## config.mk

```make
export PLATFORM = sky130hd
export DESIGN_NAME = cache_ctrl
export DESIGN_NICKNAME = d
export VERILOG_FILES = /design/src/rtl/cache_pkg.sv /design/src/rtl/cache_store.sv /design/src/rtl/cache_ctrl.sv
export SDC_FILE = /design/constraint.sdc
export NUM_CORES = 1
export LEC_CHECK = 0
export CAP_MARGIN = 20
export CORE_UTILIZATION = 25
export CTS_CLUSTER_DIAMETER = 60
export CTS_CLUSTER_SIZE = 30
export DETAILED_ROUTE_END_ITERATION = 10
export HOLD_SLACK_MARGIN = 0.12
export PLACE_DENSITY = 0.45
export SLEW_MARGIN = 10
export SYNTH_ARGS = -nofsm -noshare
export SYNTH_HDL_FRONTEND = slang
export SYNTH_SLANG_ARGS = --single-unit
```

## constraint.sdc

```tcl
create_clock -name clk -period 5.4 [get_ports clk]
set_input_delay 0.54 -clock clk [delete_from_list [all_inputs] [get_ports clk]]
set_output_delay 0.54 -clock clk [all_outputs]
set_load 0.05 [all_outputs]
```

## src/rtl/cache_pkg.sv

```systemverilog
// Shared widths, FSM state encoding and block/byte helper for the direct-mapped
// write-back cache controller.
package cache_pkg;

    localparam int ADDR_W = 10;
    localparam int BLK_W  = 128;
    localparam int OFF_W  = 4;
    localparam int IDX_W  = 2;
    localparam int TAG_W  = 4;
    localparam int BYTE_W = 8;

    typedef enum logic [1:0] {
        IDLE      = 2'd0,
        COMPARE   = 2'd1,
        WRITEBACK = 2'd2,
        ALLOCATE  = 2'd3
    } state_e;

    // Select byte 'off' out of a cache block.
    function automatic logic [BYTE_W-1:0] get_byte(input logic [BLK_W-1:0] blk,
                                                   input logic [OFF_W-1:0] off);
        return blk[{off, 3'b000} +: BYTE_W];
    endfunction

endpackage

```

## src/rtl/cache_store.sv

```systemverilog
// Tag/valid/dirty/data storage: one asynchronous read port, one write port that
// either refills a whole block (valid, clean) or updates one byte (dirty).
module cache_store
    import cache_pkg::*;
#(
    parameter int LINES = 4
) (
    input  logic              clk,
    input  logic              rst_n,
    input  logic [IDX_W-1:0]  rd_idx,
    output logic              rd_valid,
    output logic              rd_dirty,
    output logic [TAG_W-1:0]  rd_tag,
    output logic [BLK_W-1:0]  rd_data,
    input  logic              wr_en,
    input  logic              wr_full,
    input  logic [IDX_W-1:0]  wr_idx,
    input  logic [TAG_W-1:0]  wr_tag,
    input  logic [OFF_W-1:0]  wr_off,
    input  logic [BYTE_W-1:0] wr_byte,
    input  logic [BLK_W-1:0]  wr_block
);

    logic [LINES-1:0] valid_q, valid_d;
    logic [LINES-1:0] dirty_q, dirty_d;
    logic [TAG_W-1:0] tag_q  [LINES];
    logic [BLK_W-1:0] data_q [LINES];

    // Next valid/dirty bits: refill marks valid+clean, byte write marks dirty.
    always_comb begin
        valid_d = valid_q;
        dirty_d = dirty_q;
        if (wr_en) begin
            if (wr_full) begin
                valid_d[wr_idx] = 1'b1;
                dirty_d[wr_idx] = 1'b0;
            end else begin
                dirty_d[wr_idx] = 1'b1;
            end
        end else begin
            valid_d = valid_q;
        end
    end

    // Valid/dirty state register; the only storage that reset clears.
    always_ff @(posedge clk or negedge rst_n) begin
        if (!rst_n) begin
            valid_q <= '0;
            dirty_q <= '0;
        end else begin
            valid_q <= valid_d;
            dirty_q <= dirty_d;
        end
    end

    // Tag and data arrays, deliberately left uninitialised by reset.
    always_ff @(posedge clk) begin
        if (wr_en) begin
            if (wr_full) begin
                tag_q[wr_idx]  <= wr_tag;
                data_q[wr_idx] <= wr_block;
            end else begin
                data_q[wr_idx][{wr_off, 3'b000} +: BYTE_W] <= wr_byte;
            end
        end
    end

    assign rd_valid = valid_q[rd_idx];
    assign rd_dirty = dirty_q[rd_idx];
    assign rd_tag   = tag_q[rd_idx];
    assign rd_data  = data_q[rd_idx];

endmodule

```

## src/rtl/cache_ctrl.sv

```systemverilog
// Direct-mapped write-back cache controller: latches one CPU byte request,
// looks it up, and writes back / refills blocks over a held request/ack bus.
module cache_ctrl #(
    parameter int ADDR_W = cache_pkg::ADDR_W,
    parameter int LINES  = 4,
    parameter int BLK_W  = cache_pkg::BLK_W
) (
    input  logic              clk,
    input  logic              rst_n,
    input  logic              cpu_req,
    input  logic              cpu_rw,
    input  logic [ADDR_W-1:0] cpu_addr,
    input  logic [7:0]        cpu_wdata,
    output logic [7:0]        cpu_rdata,
    output logic              cpu_ready,
    output logic              cpu_hit,
    output logic              mem_req,
    output logic              mem_rw,
    output logic [ADDR_W-1:0] mem_addr,
    output logic [BLK_W-1:0]  mem_wdata,
    input  logic [BLK_W-1:0]  mem_rdata,
    input  logic              mem_ack
);
    import cache_pkg::*;

    state_e              state_q, state_d;
    logic                rw_q, rw_d;
    logic [ADDR_W-1:0]   addr_q, addr_d;
    logic [7:0]          wdata_q, wdata_d;
    logic                missed_q, missed_d;
    logic                cpu_ready_q, cpu_ready_d;
    logic                cpu_hit_q, cpu_hit_d;
    logic [7:0]          cpu_rdata_q, cpu_rdata_d;
    logic                mem_req_q, mem_req_d;
    logic                mem_rw_q, mem_rw_d;
    logic [ADDR_W-1:0]   mem_addr_q, mem_addr_d;
    logic [BLK_W-1:0]    mem_wdata_q, mem_wdata_d;

    logic [OFF_W-1:0]    off_s;
    logic [IDX_W-1:0]    idx_s;
    logic [TAG_W-1:0]    tag_s;
    logic                rd_valid_s, rd_dirty_s, hit_s;
    logic [TAG_W-1:0]    rd_tag_s;
    logic [BLK_W-1:0]    rd_data_s;
    logic                wr_en_s, wr_full_s;

    assign off_s = addr_q[OFF_W-1:0];
    assign idx_s = addr_q[OFF_W +: IDX_W];
    assign tag_s = addr_q[OFF_W+IDX_W +: TAG_W];
    assign hit_s = rd_valid_s && (rd_tag_s == tag_s);

    cache_store #(.LINES(LINES)) u_store (
        .clk      (clk),
        .rst_n    (rst_n),
        .rd_idx   (idx_s),
        .rd_valid (rd_valid_s),
        .rd_dirty (rd_dirty_s),
        .rd_tag   (rd_tag_s),
        .rd_data  (rd_data_s),
        .wr_en    (wr_en_s),
        .wr_full  (wr_full_s),
        .wr_idx   (idx_s),
        .wr_tag   (tag_s),
        .wr_off   (off_s),
        .wr_byte  (wdata_q),
        .wr_block (mem_rdata)
    );

    // Next-state and output logic; cpu_ready is registered, so a request
    // still held during the ready pulse must not be re-accepted.
    always_comb begin
        state_d     = state_q;
        rw_d        = rw_q;
        addr_d      = addr_q;
        wdata_d     = wdata_q;
        missed_d    = missed_q;
        cpu_ready_d = 1'b0;
        cpu_hit_d   = cpu_hit_q;
        cpu_rdata_d = cpu_rdata_q;
        mem_req_d   = mem_req_q;
        mem_rw_d    = mem_rw_q;
        mem_addr_d  = mem_addr_q;
        mem_wdata_d = mem_wdata_q;
        wr_en_s     = 1'b0;
        wr_full_s   = 1'b0;
        case (state_q)
            IDLE: begin
                if (cpu_req && !cpu_ready_q) begin
                    rw_d     = cpu_rw;
                    addr_d   = cpu_addr;
                    wdata_d  = cpu_wdata;
                    missed_d = 1'b0;
                    state_d  = COMPARE;
                end else begin
                    state_d  = IDLE;
                end
            end
            COMPARE: begin
                if (hit_s) begin
                    cpu_ready_d = 1'b1;
                    cpu_hit_d   = !missed_q;
                    state_d     = IDLE;
                    if (rw_q) begin
                        wr_en_s = 1'b1;
                    end else begin
                        cpu_rdata_d = get_byte(rd_data_s, off_s);
                    end
                end else begin
                    missed_d  = 1'b1;
                    mem_req_d = 1'b1;
                    if (rd_valid_s && rd_dirty_s) begin
                        state_d     = WRITEBACK;
                        mem_rw_d    = 1'b1;
                        mem_addr_d  = {rd_tag_s, idx_s, {OFF_W{1'b0}}};
                        mem_wdata_d = rd_data_s;
                    end else begin
                        state_d     = ALLOCATE;
                        mem_rw_d    = 1'b0;
                        mem_addr_d  = {tag_s, idx_s, {OFF_W{1'b0}}};
                    end
                end
            end
            WRITEBACK: begin
                if (mem_ack) begin
                    state_d    = ALLOCATE;
                    mem_rw_d   = 1'b0;
                    mem_addr_d = {tag_s, idx_s, {OFF_W{1'b0}}};
                end else begin
                    state_d    = WRITEBACK;
                end
            end
            ALLOCATE: begin
                if (mem_ack) begin
                    wr_en_s   = 1'b1;
                    wr_full_s = 1'b1;
                    mem_req_d = 1'b0;
                    state_d   = COMPARE;
                end else begin
                    state_d   = ALLOCATE;
                end
            end
            default: begin
                state_d   = IDLE;
                mem_req_d = 1'b0;
            end
        endcase
    end

    // State, request latches and registered outputs.
    always_ff @(posedge clk or negedge rst_n) begin
        if (!rst_n) begin
            state_q     <= IDLE;
            rw_q        <= 1'b0;
            addr_q      <= '0;
            wdata_q     <= 8'h00;
            missed_q    <= 1'b0;
            cpu_ready_q <= 1'b0;
            cpu_hit_q   <= 1'b0;
            cpu_rdata_q <= 8'h00;
            mem_req_q   <= 1'b0;
            mem_rw_q    <= 1'b0;
            mem_addr_q  <= '0;
            mem_wdata_q <= '0;
        end else begin
            state_q     <= state_d;
            rw_q        <= rw_d;
            addr_q      <= addr_d;
            wdata_q     <= wdata_d;
            missed_q    <= missed_d;
            cpu_ready_q <= cpu_ready_d;
            cpu_hit_q   <= cpu_hit_d;
            cpu_rdata_q <= cpu_rdata_d;
            mem_req_q   <= mem_req_d;
            mem_rw_q    <= mem_rw_d;
            mem_addr_q  <= mem_addr_d;
            mem_wdata_q <= mem_wdata_d;
        end
    end

    assign cpu_ready = cpu_ready_q;
    assign cpu_hit   = cpu_hit_q;
    assign cpu_rdata = cpu_rdata_q;
    assign mem_req   = mem_req_q;
    assign mem_rw    = mem_rw_q;
    assign mem_addr  = mem_addr_q;
    assign mem_wdata = mem_wdata_q;

endmodule

```

**After elaboration in Yosys (flattened, before gate mapping)**

Memory sizes are Yosys's and may differ from the RTL's.
Index checks and enable logic that the tools add are counted.

- Flip-flop bits (word level): 180
- Memories kept: 2
- Memory bits (writable): 528
- Memory bits (read-only): 0
- Bits in latches: 0
- Output and inout port bits: 150

- $add $sub $neg: 1
- Magnitude comparators: 2
- Shifts and indexed selects: 3
- Bitwise logic cells: 134
- $mul: 0
- Equality and inequality tests: 8
- Reductions and logical operators: 18
- Multiplexer cells: 166
- Divide/modulo/power cells: 0

Memories:

| name | depth | width | rd ports | clocked after memory_dff | wr ports | line | text |
|---|---|---|---|---|---|---|---|
| u_store.data_q | 4 | 128 | 1 | 0 | 1 | cache_store.sv:27 | `logic [BLK_W-1:0] data_q [LINES];` |
| u_store.tag_q | 4 | 4 | 1 | 0 | 1 | cache_store.sv:26 | `logic [TAG_W-1:0] tag_q [LINES];` |

Operator list:

| kind | number |
|---|---|
| 1-bit two-way mux | 150 |
| 128-bit two-way mux | 1 |
| 1-bit OR | 128 |
| 8-bit by 9-bit variable shift with 128-bit output (first input constant) | 1 |
| 128-bit by 8-bit indexed part select with 8-bit output | 1 |
| 8-bit by 9-bit indexed part select with 128-bit output | 1 |
| 10-bit two-way mux | 3 |
| 10-bit case mux with 2 select lines | 1 |
| 3-bit AND reduction | 5 |
| 7-bit negation with 9-bit output | 1 |
| 2-bit != test (second input constant) | 4 |
| 4-bit OR | 2 |
| 1-bit case mux with 2 select lines | 4 |
| 2-bit case mux with 4 select lines | 1 |
| 2-bit AND reduction | 3 |
| 2-bit nonzero test | 3 |
| 4-bit AND | 1 |
| 1-bit binary-select mux with 2-bit select | 2 |
| 2-bit == test (second input constant) | 2 |
| 4-bit == test | 1 |
| 1-bit logical AND | 4 |
| 2-bit two-way mux | 2 |
| 4-bit two-way mux | 1 |
| 4-bit inverter | 1 |
| other kinds (7) | 9 |

**Longest topological paths before layout**

Gate-level depths: netlist of run 1.

- Depth after elaboration: 8
- Gate-level depth with buffers: 12

**By module**

From an unflattened synthesis of run 1, not the netlist that was laid out.

- Cells, all modules: 1,477
- Area, all modules: 29,552.1 um2

By module, submodules not included:

| module | sequential area each (um2) | area each (um2) | times used | cells each |
|---|---|---|---|---|
| cache_store | 16,055.4 | 21,789.6 | 1 | 1,020 |
| cache_ctrl | 4,204.0 | 7,762.4 | 1 | 457 |

**Least setup slack after synthesis of run 1**

Ideal clock, no wire load.

- Path type: reg2reg
- From: register addr_q[0]
- To: memory u_store.data_q[0][100] (enable)
- Library setup time: 0.370 ns
- Data arrival time: 3.176 ns
- Stages on the path, launching flop included: 11
- Path buffers: 3
- Period minus slack after synthesis: 3.546 ns
- Required time: 5.030 ns
- Path slack: 1.854 ns
- Cell sequence: dfrtp_1 -> clkbuf_1 -> inv_1 -> buf_1 -> clkbuf_1 -> ha_1 -> nor3_1 -> o21ai_0 -> nor4b_4 -> nor2_1 -> nor2_1

- Longest elaborated chain between the ends: 4

Ends and longest elaborated chain:

| element | line | text |
|---|---|---|
| start: declaration | cache_ctrl.sv:28 | `logic [ADDR_W-1:0] addr_q, addr_d;` |
| start signal: assignment | cache_ctrl.sv:167 | `addr_q <= addr_d;` |
| 7-bit negation with 9-bit output | cache_store.sv:63 | `data_q[wr_idx][{wr_off, 3'b000} +: BYTE_W] <= wr_byte;` |
| 8-bit by 9-bit variable shift with 128-bit output | cache_store.sv:63 |  |
| 128-bit two-way mux (implied by the code) | cache_store.sv:63 |  |
| 1-bit OR (no source line) | - |  |
| end: declaration | cache_store.sv:27 |  |

No other way between the ends.

**Worst setup path in the final report of run 1**

- From: register addr_q[1]
- To: memory u_store.data_q[0][96] (enable)

Same word-level chain as after synthesis.

==> key figures, run 1 <==
Timing
  – Total Neg Setup Slack: 0 ns
  – Max-slew violations: 0
  – Final min period: 4.664 ns
  – RSZ-0062 raised after global routing: no
  – Worst-margin pin slew: 1.009 ns
  – Max frequency: 214.4 MHz
  – Final Cycle Share: 86.36%
  – Slew HR: 31.01%
  – Final WS setup: 0.7363 ns
  – Setup Skew: 0.03811 ns
  – Hold Vio Cnt, Final: 0
  – Setup violations, final: 0

Power
  – VDD IR max: 0.3803 mV
  – PwrDens: 619.6 nW/µm²
  – Static Leak: 13.16 nW

Floorplanning
  – Chip height: 347.5 µm
  – Core ar.: 118200 µm²
  – Die X: 347.5 µm
  – Initial Util: 25.24%
  – Num rows: 126
  – Die area: 120800 µm²
  – IO Count: 301

Logic synthesis
  – Primary FF master, synth: edfxtp_1
  – Top post-synthesis cells by area: edfxtp_1 53%, dfrtp_1 15%, mux2_2 11%
  – Synth top area share: 53.12%
  – Count leader, synth: edfxtp_1
  – Average cell area after synthesis: 16.46 µm²
  – Post-synth EDFFs: 528
  – Synth Cell Area: 29850 µm²
  – Cells after Synth: 1813
  – Sequential area share after synthesis: 67.88%
  – Post-synthesis async set-or-reset flop share: 25.00%
  – Leading area contributor after synthesis: edfxtp_1
  – Synth top cells by count: 528 x edfxtp_1, 289 x mux2_2, 176 x dfrtp_1
  – Ys Warns: 0
  – Synth unique cells: 59
  – Yosys reg bits: 704

CTS
  – Hold buffer count at cts: 1
  – Clock Pin Slew Worst Setup and Hold Paths: 0.08 ns
  – Max H-tree Level: 3
  – Clock buffer depth: 3
  – CTS root buf: clkbuf_16
  – Clock Sinks: 704
  – Post_cts resized: 0
  – Total CTS buffers: 77
  – Post-CTS Setup Bufs: 0
  – Clk_lat worst skew: 0.67 ns
  – CTS tree: built

Global routing
  – Gr usage total: 17.68%
  – Vias in the first global route: 18400
  – Largest net degree at the start of global routing: 127
  – First-pass GRT wire length: 149200 µm
  – Antenna violations before repair: 10
  – Grt total ovfl: 0

Place
  – GPL Wtd Cong: 0.8679
  – Port-buffer cells: 296
  – Hpwl dp: 78680 µm
  – Setup WS pre-CTS: 0.8525 ns

Detailed routing
  – Remaining DRCs: 0
  – TritonRoute pass-1 iters: 5
  – Antenna violation net count after detailed routing: 0
  – Iter 0 DRT Violations: 1615
  – Vias: 18060
  – Routed WL per cell: 28.62 µm
  – Post-Route WL: 107600 µm
  – Drt via density: 4.803

Layout
  – FF+latch area: 20270 µm²
  – Area growth syn-to-layout: 26.57%
  – Fillers: 11570
  – Final core occ: 31.95%
  – Multi-input combinational cell area: 9004 µm²
  – Final nets: 2312
  – Layout cells sized above 1: 28.74%

Worst setup path
  – WS Path Type: flip-flop to flip-flop
  – WP data required: 5.65 ns
  – CP Launch Point: addr_q[1]$_DFFE_PN0P_
  – CP Max Fanout: 23
  – Setup crit start kind: flip-flop
  – Worst EP arrival: 4.92 ns
  – Crit. End Element: flip-flop
  – Crit Reg-Reg Startpoint: addr_q[1]$_DFFE_PN0P_

Hold path
  – Hold crit path type: primary input to asynchronous set/reset pin

Outcome
  – Status: completed

Run
  – Max cap viols: 0
## kinds of logic (layout without fill, tap and decap cells)
group                      Yosys count  in the layout  share of synthesized area (%)
DFF                                704            704                          67.88
muxes                              457            457                          20.73
and+or+nand+nor                    277            277                          4.339
AOI/OAI and AO/OA                  230            230                          4.670
buffers and inverters              135            542                          2.071
xor gates and xnor gates             6              6                         0.1761
adders and majority gates            3              3                         0.1258
other                                1              5                        0.01256
## path summary, 6_finish.rpt
kind                                                   end  slack, ns  cells after the start
setup / recovery           u_store.data_q[0][96]$_DFFE_PP_       0.74                      7
hold / removal                  mem_wdata[114]$_DFFE_PN0P_       0.41                      2
setup reg to reg           u_store.data_q[0][96]$_DFFE_PP_       0.74                      7
hold reg to reg             u_store.valid_q[1]$_DFFE_PN0P_       0.48                      1
max in group asynchronous        mem_wdata[38]$_DFFE_PN0P_       3.74                      3
min in group clk            u_store.valid_q[1]$_DFFE_PN0P_       0.48                      1
## where the power goes
part / total [W] / switching (W) / internal (W)
combinational: 0.00987 / 0.00654 / 0.00333
clock: 0.00568 / 0.00261 / 0.00307
sequential: 0.00786 / 0.000807 / 0.00705
## layout by cell type, fill, tap and decap left out, types with 5 or more instances in the layout
cell type        count
nand3_1             13
inv_6               17
edfxtp_1           528
nand2b_1             6
mux4_2             100
o21ai_0             70
or2_2                5
a22oi_1             22
and2_1              12
xnor2_1              5
buf_4               82
clkbuf_1             5
a21oi_1             76
inv_8                5
nand2_1             90
clkdlybuf4s50_1    295
clkbuf_16           79
dfrtp_1            173
nor2b_1              7
buf_12               7
mux2_2             289
a31oi_1              5
o22ai_1             11
a221oi_1             7
clkinv_8            18
nor3_1               9
and3_1              10
a211oi_1             7
clkinv_1             5
nand4_1              6
inv_1                8
nor2_1             105
mux2i_1             68
## per-stage QoR
step,total power (W),area [µm²],hold slack [ns],std cells
final,0.02341,37780,0.4054,3760
after global routing,0.02427,37780,0.4471,3759
after CTS,0.02365,37780,0.3960,3759
after detailed placement,0.01793,34980,0.4562,3614
after global placement,0.01784,34960,0.4500,3613
after floorplan,0.01348,29860,0.2444,1816
## area by class of cell
cell class                 instances  area share (%)
clock buffer                      85           5.319
multi-input combinational        977           23.83
tap                             1536           5.087
inverter                          11          0.1093
antenna                            1        0.006624
sequential                       704           53.65
timing repair buffer             387           9.952
clock inverter                    59           2.043
## registers in the layout, summed over array words and instances (netlist names), 2 cells and up, named ones only
| signal | cells |
|---|---|
| addr_q | 10 |
| u_store.data_q | 512 |
| cpu_rdata | 8 |
| wdata_q | 8 |
| mem_wdata | 128 |
| state_q | 2 |
| u_store.valid_q | 4 |
| mem_addr | 6 |
| u_store.tag_q | 16 |
## critical path, stage by stage, from the launching register on
cell and delay (ns):
dfrtp_1 0.89, clkinv_1 0.51, ha_1 0.55, nor3_1 0.30
o21ai_0 0.30, nor4b_4 0.78, nor2_1 0.19, nor2_1 0.72
## routing by layer
metal	track usage [%]	share of wire, %	up-vias	wire length [µm]
li1	-	-	7747	-
met1	23.33	42	9567	45670
met2	29.64	49	628	52950
met3	3.281	6.1	116	6601
met4	4.756	2.2	0	2392
met5	0	0	-	0
No activity file was read; power rests on OpenSTA's default activity.
==> run 2, diff against run 1 <==
--- a/config.mk
+++ b/config.mk
@@ -6,12 +6,13 @@
 export NUM_CORES = 1
 export LEC_CHECK = 0
 export CAP_MARGIN = 20
+export CORE_MARGIN = 1
 export CORE_UTILIZATION = 25
 export CTS_CLUSTER_DIAMETER = 60
 export CTS_CLUSTER_SIZE = 30
 export DETAILED_ROUTE_END_ITERATION = 10
 export HOLD_SLACK_MARGIN = 0.12
-export PLACE_DENSITY = 0.45
+export PLACE_DENSITY = 0.41
 export SLEW_MARGIN = 10
 export SYNTH_ARGS = -nofsm -noshare
 export SYNTH_HDL_FRONTEND = slang
==> constraint.sdc (replaced) <==
create_clock -name clk -period 4.2 [get_ports clk]
set_input_delay 0.42 -clock clk [delete_from_list [all_inputs] [get_ports clk]]
set_output_delay 0.42 -clock clk [all_outputs]
set_load 0.05 [all_outputs]
==> key figures, run 2 (synthesis results as in run 1) <==
CTS
  – Total CTS buffers: 73
  – Clock Pin Slew Worst Setup and Hold Paths: 0.08 ns
  – CTS root buf: clkbuf_16
  – Clock buffer depth: 3
  – CTS tree: built
  – Clk_lat worst skew: 0.66 ns
  – Clock Sinks: 704
  – Max H-tree Level: 3
  – Post_cts resized: 0

Worst setup path
  – Worst EP arrival: 3.94 ns
  – Top delay family on crit path: simple AND/OR/NAND/NOR gates
  – Crit-path slowest cell: dfrtp_4
  – Setup crit start kind: flip-flop
  – WP data required: 4.58 ns
  – Critical path, cell by cell: mux4_2, xnor2_1, nand3_1, nor2_1, nand4_1, a21oi_1, buf_4
  – CP Max Fanout: 16
  – Crit. End Element: flip-flop
  – Largest stage delay on the critical path: 0.65 ns
  – Buf/Inv on CP: 1
  – WS Path Type: flip-flop to flip-flop

Detailed routing
  – Remaining DRCs: 0
  – TritonRoute pass-1 iters: 5
  – Antenna violation net count after detailed routing: 0
  – Post-Route WL: 110500 µm
  – Iter 0 DRT Violations: 1518
  – Vias: 18070
  – Drt via density: 4.758
  – Routed WL per cell: 29.10 µm

Place
  – Port-buffer cells: 296
  – Setup WS pre-CTS: 0.6264 ns
  – Placed cells: 3661
  – Hpwl dp: 81910 µm
  – GPL Wtd Cong: 0.8471

Global routing
  – Gr usage total: 18.10%
  – Vias in the first global route: 18770
  – Grt total ovfl: 0
  – Largest net degree at the start of global routing: 101
  – First-pass GRT wire length: 151500 µm
  – Antenna violations before repair: 11

Floorplanning
  – Die area: 120800 µm²
  – IO Count: 301
  – Num rows: 126
  – Core ar.: 118200 µm²
  – Initial Util: 25.24%
  – Die X: 347.5 µm
  – Chip height: 347.5 µm

Timing
  – Final WS setup: 0.6389 ns
  – Hold Vio Cnt, Final: 0
  – RSZ-0062 raised after global routing: no
  – Worst-margin pin slew: 0.9448 ns
  – Total Neg Setup Slack: 0 ns
  – Final Cycle Share: 84.79%
  – Max-slew violations: 0
  – Setup Skew: 0.04098 ns
  – Setup violations, final: 0
  – Max frequency: 280.8 MHz
  – Hold slack final: 0.3689 ns
  – Final min period: 3.561 ns
  – Slew HR: 37.01%

Layout
  – Most frequent cells in the layout: 528 x edfxtp_1, 295 x clkdlybuf4s50_1, 289 x mux2_2
  – Area growth syn-to-layout: 26.68%
  – Fillers: 11560
  – Finished Layout Cells: 3798
  – Max reg flops: 512
  – Diodes inserted: 0
  – Final nets: 2355
  – Most flops, register: u_store.data_q
  – Layout cells sized above 1: 30.11%
  – Most common cell after layout, fill and taps aside: edfxtp_1

Power
  – PwrDens: 789.5 nW/µm²
  – Static Leak: 13.26 nW
  – VDD IR max: 0.3596 mV

Hold path
  – Hold crit path type: primary input to asynchronous set/reset pin

Run
  – Max cap viols: 0

Outcome
  – Status: completed
==> run 2: layout make-up <==
class / instances / area (µm²) / area share [%]
multi-input cells: 977 / 9004 / 23.81
flip-flops and latches: 704 / 20270 / 53.60
clock buffers: 81 / 1929 / 5.103
repair buffers: 434 / 4075 / 10.78
well taps: 1536 / 1922 / 5.083
inverters: 11 / 41.29 / 0.1092
clock inverters: 55 / 571.8 / 1.512
==> run 2: final timing paths <==
check                                                    start                               to  slack [ns]  cells after the start
worst max-delay path                     addr_q[4]$_DFFE_PN0P_  u_store.data_q[3][93]$_DFFE_PP_        0.64                      7
worst min-delay path                                     rst_n       mem_wdata[124]$_DFFE_PN0P_        0.37                      2
worst max register to register           addr_q[4]$_DFFE_PN0P_  u_store.data_q[3][93]$_DFFE_PP_        0.64                      7
worst min register to register  u_store.valid_q[2]$_DFFE_PN0P_   u_store.valid_q[2]$_DFFE_PN0P_        0.46                      1
max in group asynchronous                                rst_n        mem_wdata[17]$_DFFE_PN0P_        2.75                      3
min in group clk                                   cpu_addr[5]            addr_q[5]$_DFFE_PN0P_        0.38                      3
==> run 2: per-stage QoR <==
step | area (µm²) | total power [W] | utilization, %
detailed placement | 35300 | 0.02337 | 29.85
CTS | 37810 | 0.03020 | 31.98
global placement | 35290 | 0.02331 | 29.84
floorplan | 29860 | 0.01733 | -
global route | 37810 | 0.03098 | 31.98
finish | 37810 | 0.02985 | 31.98
==> run 2: per-layer routing <==
metal / global-route usage (%) / wire (µm)
met2: 30.09 / 53630
met3: 2.746 / 6169
met1: 24.31 / 47790
met4: 5.421 / 2936
met5: 0 / 0
==> run 2: what timing repair did <==
| item | in CTS | in global routing |
|---|---|---|
| hold buffers | 1 | 0 |
| endpoints found under the hold margin | 73 | 0 |
| buffers inserted | 0 | 0 |
| setup endpoints to repair | 0 | 0 |
==> run 2: where the power goes <==
part           leakage (nW)  switching, W  total (W)  internal (W)
Sequential             6.97       0.00109     0.0102       0.00906
Combinational          5.06       0.00853     0.0130       0.00443
Clock                  1.22       0.00312    0.00673       0.00361
==> run 3, diff against run 2 <==
--- a/config.mk
+++ b/config.mk
@@ -12,7 +12,7 @@
 export CTS_CLUSTER_SIZE = 30
 export DETAILED_ROUTE_END_ITERATION = 10
 export HOLD_SLACK_MARGIN = 0.12
-export PLACE_DENSITY = 0.41
+export PLACE_DENSITY = 0.39
 export SLEW_MARGIN = 10
 export SYNTH_ARGS = -nofsm -noshare
 export SYNTH_HDL_FRONTEND = slang
==> constraint.sdc (replaced) <==
create_clock -name clk -period 3.5 [get_ports clk]
set_input_delay 0.35 -clock clk [delete_from_list [all_inputs] [get_ports clk]]
set_output_delay 0.35 -clock clk [all_outputs]
set_load 0.05 [all_outputs]
==> key figures, run 3 (synthesis results as in run 1) <==
Worst setup path
  – Most used cell, CP: buf_4
  – CP Max Fanout: 22
  – Worst EP arrival: 3.84 ns
  – Crit Reg-Reg Startpoint: addr_q[4]$_DFFE_PN0P_
  – Crit-path slowest cell: dfrtp_4
  – Worst Reg2Reg Path Length in Cells: 9
  – Largest stage delay on the critical path: 0.63 ns
  – WS Path Type: flip-flop to flip-flop
  – Reg2Reg Setup Slack: 0.19 ns
  – WP data required: 4.03 ns
  – Critical path, cell by cell: buf_12, buf_4, mux4_2, a22oi_1, a21oi_1, nor3_1, buf_4, a41oi_1, mux2_2
  – Crit. End Element: flip-flop
  – FF-to-FF End: cpu_rdata[1]$_DFFE_PN0P_
  – Setup crit start kind: flip-flop

CTS
  – Total CTS buffers: 81
  – Clock buffer depth: 3
  – Post-CTS Setup Bufs: 0
  – Clock Pin Slew Worst Setup and Hold Paths: 0.07 ns
  – Post_cts resized: 0
  – Max H-tree Level: 3
  – CTS root buf: clkbuf_16
  – CTS tree: built
  – Clock Sinks: 704
  – Clk_lat worst skew: 0.65 ns
  – Hold buffer count at cts: 1

Floorplanning
  – Chip height: 347.5 µm
  – Initial Util: 25.24%
  – IO Count: 301
  – Die X: 347.5 µm
  – Die area: 120800 µm²
  – Num rows: 126
  – Core ar.: 118200 µm²

Layout
  – Layout cells sized above 1: 32.40%
  – Most frequent cells in the layout: 528 x edfxtp_1, 295 x clkdlybuf4s50_1, 289 x mux2_2
  – Final core occ: 32.77%
  – Most flops, register: u_store.data_q
  – Max reg flops: 512
  – Finished Layout Cells: 3855
  – Area growth syn-to-layout: 29.81%
  – Fillers: 11590
  – Most common cell after layout, fill and taps aside: edfxtp_1
  – Final nets: 2401

Global routing
  – Largest net degree at the start of global routing: 72
  – First-pass GRT wire length: 157200 µm
  – Antenna violations before repair: 12
  – Vias in the first global route: 19060
  – GR peak layer: met2
  – Met2 usage: 32.24%
  – Met1 usage: 24.83%
  – Grt total ovfl: 0
  – Gr usage total: 18.94%
  – GR met3 Demand/Resource: 3.222%

Timing
  – Max-slew violations: 0
  – Final min period: 3.307 ns
  – Setup Skew: 0.03648 ns
  – RSZ-0062 raised after global routing: no
  – Slew HR: 35.77%
  – Final WS setup: 0.1932 ns
  – Worst-margin pin slew: 0.9634 ns
  – Max frequency: 302.4 MHz
  – Setup violations, final: 0
  – Hold slack final: 0.3027 ns
  – Hold Vio Cnt, Final: 0
  – Final Cycle Share: 94.48%

Detailed routing
  – Drt via density: 4.745
  – Remaining DRCs: 0
  – Post-Route WL: 115500 µm
  – Routed WL per cell: 29.95 µm
  – Vias: 18290
  – Iter 0 DRT Violations: 1566
  – TritonRoute pass-1 iters: 5
  – Antenna violation net count after detailed routing: 0

Hold path
  – Hold crit path type: primary input to asynchronous set/reset pin

Power
  – PwrDens: 974.4 nW/µm²
  – VDD IR max: 0.4726 mV
  – Static Leak: 13.70 nW

Run
  – Max cap viols: 0

Place
  – Setup WS pre-CTS: 0.2086 ns
  – Hpwl dp: 85480 µm
  – GPL Wtd Cong: 0.8379
  – Port-buffer cells: 296
  – Placed cells: 3698

Outcome
  – Status: completed
==> run 3: cell types whose count changed in the layout (fill, tap and decap cells not counted), sizes merged <==
cell          previous run  this run
diode                    0         4
buf                    137       174
clkinvlp                 6         4
clkinv                  25        23
bufinv                   2         8
clkbuf                  82        94
dlymetal6s2s             0         1
inv                     33        34
==> run 3: metal layers <==
layer / vias to the layer above / wire length [µm]
met2: 616 / 57090
li1: 7925 / -
met4: 0 / 2492
met3: 109 / 6928
met5: - / 0
met1: 9643 / 48940
==> run 3: where the power goes <==
part	switching [W]	total, W	internal, W	leakage (nW)
sequential	0.00126	0.0121	0.0109	6.97
clock	0.00393	0.00927	0.00534	1.44
combinational	0.0106	0.0163	0.00571	5.29
==> run 3: worst max path at each step <==
stage,to,cells after the start,slack (ns),start
finish,cpu_rdata[1]$_DFFE_PN0P_,9,0.19,addr_q[4]$_DFFE_PN0P_
global route,mem_addr[5]$_DFFE_PN0P_,7,0.04,addr_q[4]$_DFFE_PN0P_
CTS,mem_addr[5]$_DFFE_PN0P_,7,0.17,addr_q[4]$_DFFE_PN0P_
detailed placement,mem_addr[5]$_DFFE_PN0P_,7,0.21,addr_q[4]$_DFFE_PN0P_
global placement,cpu_rdata[1]$_DFFE_PN0P_,9,0.25,addr_q[4]$_DFFE_PN0P_
floorplan,u_store.data_q[0][100]$_DFFE_PP_,10,-0.05,addr_q[0]$_DFFE_PN0P_
==> run 3: final cells by class <==
type | instances | area [µm²] | area share [%]
sequential | 704 | 20270 | 52.33
multi-input combinational | 977 | 9059 | 23.38
timing repair buffer | 472 | 4471 | 11.54
clock buffer | 93 | 2210 | 5.703
tap | 1536 | 1922 | 4.960
clock inverter | 58 | 758.2 | 1.957
inverter | 11 | 41.29 | 0.1066
antenna | 4 | 10.01 | 0.02584
==> run 3: stage by stage <==
stage               area (µm²)  total power, W  TNS, ns
floorplan                29910         0.02083   -1.920
global placement         35740         0.02880        0
detailed placement       35740         0.02886        0
CTS                      38720         0.03825        0
global route             38740         0.03921        0
finish                   38740         0.03775        0
==> run 3: worst max-delay path: cells and delay by family, from the launching register on <==
kind            cells  cell delay, ns
simple gates        1            0.42
mux                 2            0.93
flops               1            0.63
compound gates      3            0.37
buf+inv             3            0.80
